$ cat config.mk
export PLATFORM = sky130hd
export DESIGN_NAME = audio_capture_flat
export DESIGN_NICKNAME = d
export VERILOG_FILES = /design/src/rtl/audio_capture_pkg.sv /design/src/rtl/audio_capture_if.sv /design/src/rtl/audio_capture_sync_edge_detect.sv /design/src/rtl/audio_capture.sv /design/src/flat_wrapper.sv
export SDC_FILE = /design/constraint.sdc
export NUM_CORES = 2
export LEC_CHECK = 0
export ABC_AREA = 0
export CAP_MARGIN = 20
export CORE_ASPECT_RATIO = 1.25
export CORE_MARGIN = 2
export CORE_UTILIZATION = 60
export DETAILED_ROUTE_END_ITERATION = 8
export GPL_ROUTABILITY_DRIVEN = 0
export PLACE_DENSITY_LB_ADDON = 0.2
export SYNTH_ARGS = -nofsm -noshare
export SYNTH_HDL_FRONTEND = slang
export SYNTH_SLANG_ARGS = --single-unit
$ cat constraint.sdc
create_clock -name clk -period 3.1 [get_ports clk]
set_clock_uncertainty 0.1 [all_clocks]
set_input_delay 0.775 -clock clk [delete_from_list [all_inputs] [get_ports clk]]
set_output_delay 0.775 -clock clk [all_outputs]
set_load 0.05 [all_outputs]
$ cat src/rtl/audio_capture_pkg.sv
// Shared widths, sample/address types and the capture-action decode for audio_capture.
// Both the interface and the datapath import this package.
package audio_pkg;

  localparam int unsigned DATA_W      = 8;
  localparam int unsigned ADDR_W      = 8;
  localparam int unsigned DEPTH       = 256;
  localparam int unsigned SYNC_STAGES = 2;

  typedef logic [DATA_W-1:0] sample_t;
  typedef logic [ADDR_W-1:0] addr_t;

  // One action per clock, resolved in priority order.
  typedef enum logic [1:0] {
    CAP_IDLE    = 2'd0,
    CAP_WRITE   = 2'd1,
    CAP_OVERRUN = 2'd2,
    CAP_REARM   = 2'd3
  } cap_op_e;

  // A rearm always wins, so a strobe arriving together with the ack is dropped.
  function automatic cap_op_e decode_op(input logic flag, input logic pulse,
                                        input logic full);
    cap_op_e op;
    op = CAP_IDLE;
    if (flag) begin
      op = CAP_REARM;
    end else if (pulse && full) begin
      op = CAP_OVERRUN;
    end else if (pulse) begin
      op = CAP_WRITE;
    end
    return op;
  endfunction

endpackage

$ cat src/rtl/audio_capture_if.sv
// Arduino/processor-side signal bundle for audio_capture.
// master drives strobe/data/address/ack; slave returns the registered status and read data.
interface audio_capture_if;
  import audio_pkg::*;

  logic    read_arduino_in;
  sample_t data;
  addr_t   PC_out;
  logic    flag;
  sample_t sample_out;
  addr_t   wr_ptr;
  logic    buf_full;
  logic    overrun;

  modport master (
    output read_arduino_in, data, PC_out, flag,
    input  sample_out, wr_ptr, buf_full, overrun
  );

  modport slave (
    input  read_arduino_in, data, PC_out, flag,
    output sample_out, wr_ptr, buf_full, overrun
  );

endinterface

$ cat src/rtl/audio_capture_sync_edge_detect.sv
// Multi-stage synchroniser for an asynchronous line followed by a rising-edge detector.
// Produces one clock-wide pulse per rise, however long the line stays high.
module sync_edge_detect #(
  parameter int unsigned STAGES = 2
) (
  input  logic clk,
  input  logic rst_n,
  input  logic i_async,
  output logic o_pulse_c
);

  logic [STAGES-1:0] r_sync;
  logic              r_prev;

  // Shift chain; r_prev holds the last synchronised level for edge compare.
  always_ff @(posedge clk or negedge rst_n) begin
    if (!rst_n) begin
      r_sync <= '0;
      r_prev <= 1'b0;
    end else begin
      r_sync <= {r_sync[STAGES-2:0], i_async};
      r_prev <= r_sync[STAGES-1];
    end
  end

  assign o_pulse_c = r_sync[STAGES-1] & ~r_prev;

endmodule

$ cat src/rtl/audio_capture.sv
// Captures strobed Arduino samples into a DEPTH-entry buffer and serves processor reads by address.
// Capture stops when the buffer fills, until the processor acknowledges with flag.
module audio_capture
  import audio_pkg::*;
(
  input  logic            clk,
  input  logic            rst_n,
  audio_capture_if.slave  bus
);

  logic    w_pulse;
  cap_op_e w_op;
  logic    w_wr_en;
  addr_t   w_wr_ptr_nxt;
  logic    w_buf_full_nxt;
  logic    w_overrun_nxt;

  addr_t   r_wr_ptr;
  logic    r_buf_full;
  logic    r_overrun;
  sample_t r_sample;
  sample_t r_mem [DEPTH];

  sync_edge_detect #(
    .STAGES (SYNC_STAGES)
  ) u_sync (
    .clk       (clk),
    .rst_n     (rst_n),
    .i_async   (bus.read_arduino_in),
    .o_pulse_c (w_pulse)
  );

  // Capture control: next pointer/status and the RAM write enable.
  always_comb begin
    w_wr_en        = 1'b0;
    w_wr_ptr_nxt   = r_wr_ptr;
    w_buf_full_nxt = r_buf_full;
    w_overrun_nxt  = r_overrun;
    w_op           = decode_op(bus.flag, w_pulse, r_buf_full);
    case (w_op)
      CAP_REARM: begin
        w_wr_ptr_nxt   = '0;
        w_buf_full_nxt = 1'b0;
        w_overrun_nxt  = 1'b0;
      end
      CAP_OVERRUN: begin
        w_overrun_nxt = 1'b1;
      end
      CAP_WRITE: begin
        w_wr_en      = 1'b1;
        w_wr_ptr_nxt = r_wr_ptr + ADDR_W'(1);
        if (r_wr_ptr == ADDR_W'(DEPTH - 1)) begin
          w_buf_full_nxt = 1'b1;
        end
      end
      default: begin
      end
    endcase
  end

  always_ff @(posedge clk or negedge rst_n) begin
    if (!rst_n) begin
      r_wr_ptr   <= '0;
      r_buf_full <= 1'b0;
      r_overrun  <= 1'b0;
    end else begin
      r_wr_ptr   <= w_wr_ptr_nxt;
      r_buf_full <= w_buf_full_nxt;
      r_overrun  <= w_overrun_nxt;
    end
  end

  // Buffer write port; contents deliberately survive reset and rearm.
  always_ff @(posedge clk) begin
    if (w_wr_en) begin
      r_mem[r_wr_ptr] <= bus.data;
    end
  end

  // Read port sees the pre-write word on an address collision.
  always_ff @(posedge clk or negedge rst_n) begin
    if (!rst_n) begin
      r_sample <= '0;
    end else begin
      r_sample <= r_mem[bus.PC_out];
    end
  end

  assign bus.sample_out = r_sample;
  assign bus.wr_ptr     = r_wr_ptr;
  assign bus.buf_full   = r_buf_full;
  assign bus.overrun    = r_overrun;

endmodule

$ cat src/flat_wrapper.sv
// flat-port wrapper written by rule: the top's interface ports become plain ports
module audio_capture_flat import audio_pkg::*;
  (clk, rst_n, bus_read_arduino_in, bus_data, bus_PC_out, bus_flag, bus_sample_out, bus_wr_ptr, bus_buf_full, bus_overrun);
  audio_capture_if bus_i ();
  input  logic clk;
  input  logic rst_n;
  input wire logic [$bits(bus_i.read_arduino_in)-1:0] bus_read_arduino_in;
  input wire logic [$bits(bus_i.data)-1:0] bus_data;
  input wire logic [$bits(bus_i.PC_out)-1:0] bus_PC_out;
  input wire logic [$bits(bus_i.flag)-1:0] bus_flag;
  output wire logic [$bits(bus_i.sample_out)-1:0] bus_sample_out;
  output wire logic [$bits(bus_i.wr_ptr)-1:0] bus_wr_ptr;
  output wire logic [$bits(bus_i.buf_full)-1:0] bus_buf_full;
  output wire logic [$bits(bus_i.overrun)-1:0] bus_overrun;
  assign bus_i.read_arduino_in = bus_read_arduino_in;
  assign bus_i.data = bus_data;
  assign bus_i.PC_out = bus_PC_out;
  assign bus_i.flag = bus_flag;
  assign bus_sample_out = bus_i.sample_out;
  assign bus_wr_ptr = bus_i.wr_ptr;
  assign bus_buf_full = bus_i.buf_full;
  assign bus_overrun = bus_i.overrun;
  audio_capture u_core (.clk(clk), .rst_n(rst_n), .bus(bus_i));
endmodule
# Yosys cells after proc, flatten, opt, wreduce, memory -nomap -nowiden
# Memory sizes are Yosys's and may differ from the RTL's. A register that Yosys moved wholly into a read port is not among the register bits.
# Index checks and enable logic that the tools add are counted.
# classes
add_sub_neg	1
n_eq_ne	5
mux	10
bitwise_logic	2
reduce_logical	5
# op_table
op	count
8-bit case mux with 2 select lines	1
8-bit by 1-bit adder with 8-bit output, second input constant	1
8-bit == test, second input constant	1
1-bit 2-to-1 mux	5
2-bit == test, second input constant	2
2-bit 2-to-1 mux	2
1-bit case mux with 2 select lines	2
2-bit nonzero test	2
2-bit by 1-bit == test with 1-bit output, second input constant	1
2-bit by 1-bit != test with 1-bit output, second input constant	1
2-bit AND reduction	1
1-bit bitwise AND	1
1-bit logical AND	1
1-bit zero test	1
1-bit inverter	1
# totals
reg_bits	13
ram_bits	2048
in_bits	20
output_inout_bits	18
elab_cells	29
mem_count	1
# mem_list
memory	words	width	rd	rd_ports_with_merged_regs	wr	line_no	rtl
u_core.r_mem	256	8	1	1	1	audio_capture.sv:22	sample_t r_mem [DEPTH];

# Logic depth before layout (Yosys ltp)
# logic_depth
depth_word	9
mapped_depth	12
ltp_nobuf	6

# Hierarchy
# From an unflattened synthesis, not the netlist that was laid out.
# unflattened
hier_cells	3893
area_unflattened_um2	80438.4
# modules_own_cells
module	instances	cells_each	area_each_um2	seq_area_each_um2
audio_capture	1	3889	80349.6	61949.4
sync_edge_detect	1	4	88.8	75.1

# Worst setup path after synthesis
# No wires, ideal clock.
# synth_timing
path_type	input-to-reg
from	input port bus_PC_out[0]
to	register u_core.r_sample[0], in the netlist u_core.bus.sample_out[0] (read register of u_core.r_mem)
setup_ns	0.131
arrival_ns	2.628
t_required_ns	2.869
path_slack_ns	0.241
stages	7
n_path_buf	3
path_cell_list	buf_6 buf_6 buf_2 mux4_2 mux4_2 a211oi_2 nor4_2
# synth_lines
item	line_no	rtl
start: declaration	flat_wrapper.sv:9	input wire logic [$bits(bus_i.PC_out)-1:0] bus_PC_out;
end: declaration	audio_capture.sv:21	sample_t r_sample;

==> out/results.tsv <==
stage	metric	value	unit
floorplan	ios	38	
yosys	synth_top_area_share	76.6	%
power	p_sw	12000	uW
floorplan	dieHeight	413	um
status	outcome	completed	
run	max_cap_viol_count	0	
setup_path	worstSetupStartpointType	primary input	
setup_path	worstPathMaxFanout	26	
timing	maxSlewViolCount	0	
finish	drive_gt1_share	32.8	%
clocking	clk_latency	830	ps
floorplan	start_util	60.2	%
clocking	cts_sinks	2069	
yosys	async_flop_share	1.01	%
clocking	clockRootBuffer	clkbuf_16	
timing	clock.fmax	325	MHz
floorplan	chipWidth	331	um
clocking	clk_pin_slew_worst_paths	60	ps
route	vias	40900	
timing	setup_viol	0	
timing	fin_crit_sh	99.3	%
timing	period_minus_slack	3080	ps
placed_design	place.detailed.hpwl	127	mm
min_path	hold_class	in -> reg	
floorplan	core	133000	sq um
clocking	cts_tree	done	
timing	finalHoldViolCount	0	
yosys	synthCells	3717	
floorplan	die_area	137000	sq um
setup_path	cp.arrival	3700	ps
clocking	htreeDepth	4	
global_routing	grt_usage	29.3	%
yosys	syn_area	80300	sq um
yosys	avgSynthCellArea	21.6	sq um
yosys	synth-seq-cells	2069	
finish	nFillCells	7873	
yosys	synth_ff_type	edfxtp_1	
power	p_sw_share	21.1	%
yosys	ys_seq_area_share	77.3	%
route	via_per_inst	6.46	
global_routing	grt_max_degree	103	
setup_path	crit_type	in -> reg	
route	drt_iter0_markers	4861	
global_routing	grt_pass1_wl	284	mm
setup_path	rrSetupSlack	290	ps
yosys	synth_top_area_cell	edfxtp_1	
setup_path	required	3720	ps
global_routing	grt.overflow.total	0	
route	ant_nets	0	
timing	maxSlewHeadroom	31.9	%
yosys	synth_edf_count	2048	
clocking	hold_buffers	0	
route	wl	196	mm
timing	setup_tns	0	ps
route	drc	0	
yosys	synth_commonest_cells	edfxtp_1 (2048), mux4_2 (466), nor2_1 (294), mux2i_1 (148), clkbuf_1 (98)	
power	powerDensity	605	nW/um^2
route	drt_first_pass_iters	5	
floorplan	rows	150	
power	seqPwrFrac	54.3	%
placed_design	portBuffers	37	
power	worst_ir_drop_vdd	0.517	mV
power	pwr-share-comb	5.6	%
power	p_clk_share	40.1	%
yosys	ys_warn_count	0	
global_routing	grt_pass1_vias	41700	
placed_design	preCtsSetupSlack	-1060	ps
power	internal_power	44800	uW
timing	worst_slack	23.0	ps
timing	tightest_slew	1010	ps
route	wl_per_cell	30.9	um
yosys	synth_most_common_cell	edfxtp_1	
yosys	synth_area_leaders	edfxtp_1 (77%), mux4_2 (13%), mux2i_1 (1.8%), nor2_1 (1.4%), dfrtp_1 (0.65%)	
power	power_leakage	0.0308	uW
yosys	syn_nets	3741	
clocking	cts-buffers-inserted	186	
global_routing	grt_antenna_before_repair	7	
timing	rsz0062_at_grt	no	
finish	syn_to_final_growth	16.9	%
finish	fin_nets	4454	
clocking	cts_max_path_buffers	3	
setup_path	critPathCaptureType	register	
yosys	ys_types	66	
## layer usage
metal	part of all wire, %	up-vias	GRT usage (%)
met5	0	-	0
met4	5.0	0	13.8
met3	7.5	393	4.74
met2	51	1990	48.5
met1	37	21500	38.6
li1	-	17100	-
## final timing paths
kind                                          from                       end  cells after the start
max                                  bus_PC_out[0]  u_core.bus.sample_out[6]                     11
min                                    bus_data[6]      u_core.r_mem[168][6]                      1
max reg2reg                   u_core.r_mem[188][7]  u_core.bus.sample_out[7]                      8
min reg2reg                u_core.u_sync.r_sync[0]   u_core.u_sync.r_sync[1]                      0
max in group asynchronous                    rst_n  u_core.bus.sample_out[5]                      2
min in group asynchronous                    rst_n      u_core.bus.wr_ptr[0]                      2
## registers in the layout (all words and copies together) (netlist names)
signal,flops
u_core.u_sync.r_prev,1
u_core.bus.overrun,1
u_core.r_mem,2048
u_core.bus.sample_out,8
u_core.bus.wr_ptr,8
u_core.u_sync.r_sync,2
u_core.bus.buf_full,1
## metrics by stage
stage               total power [uW]  cells  hold slack, ps  area (sq um)  util, %
floorplan                      32900   3717             231         80300        -
global route                   58200   6335             148         93800     70.4
finish                         56800   6337             164         93800     70.4
CTS                            57000   6332             108         93800     70.4
global placement               34500   5989             238         87800     65.9
detailed placement             34600   5989             240         87800     65.9
## cells in the final DEF (no fill, tap or decap), types with 11 or more instances in the layout
cell type / n
edfxtp_1: 2048
buf_4: 638
mux4_2: 466
nor2_1: 292
clkbuf_16: 188
mux2i_1: 148
buf_12: 80
o22ai_1: 51
a221oi_1: 49
a22o_1: 47
nand2_1: 44
clkinv_1: 40
clkinv_2: 38
a21oi_1: 36
clkbuf_1: 35
a211oi_1: 33
a22oi_1: 33
o221ai_1: 31
dfrtp_1: 21
bufinv_16: 18
nor2b_1: 16
nor3_1: 16
dlygate4sd2_1: 14
mux2_2: 12
clkdlybuf4s50_1: 11
## power groups by stage
stage          Combinational, uW  Clock, uW  Sequential [uW]
3_3_place_gp                3130          0            31400
6_report                    3170      22800            30800
4_1_cts                     3190      23100            30800
3_5_place_dp                3180          0            31400
2_1_floorplan               1460          0            31400
5_1_grt                     3320      24100            30800
## worst max-delay path, stage by stage
cell and delay [ps]:
buf_8 320, buf_12 260, buf_12 200, buf_12 230, buf_4 180, mux2i_1 70
o221ai_1 280, a21oi_1 200, o32ai_1 630, a211oi_1 200, nor4_1 280
## timing repair
| action | in CTS | in global routing |
|---|---|---|
| setup buffers | 0 | 0 |
| setup endpoints to repair | 16 | 0 |
| gates resized for setup | 16 | 0 |
## final cells by class
| type | count | area [sq um] | area share, % |
|---|---|---|---|
| inverter | 6 | 22.5 | 0.0240 |
| clock buffer | 224 | 4850 | 5.17 |
| sequential | 2069 | 62000 | 66.1 |
| timing repair buffer | 753 | 6760 | 7.21 |
| multi-input combinational | 1414 | 16800 | 17.9 |
| antenna | 4 | 10.0 | 0.0107 |
| tap | 1748 | 2190 | 2.33 |
| clock inverter | 119 | 1160 | 1.24 |
## kinds of logic after synthesis
group,Yosys count,share of synthesized area [%]
flops,2069,77.3
mux,627,15.1
simple gates,442,2.42
compound gates,335,3.18
buf+inv,234,1.86
xor+xnor,6,0.0655
fa+ha+maj,4,0.0624
No activity file was read; power rests on OpenSTA's default activity.
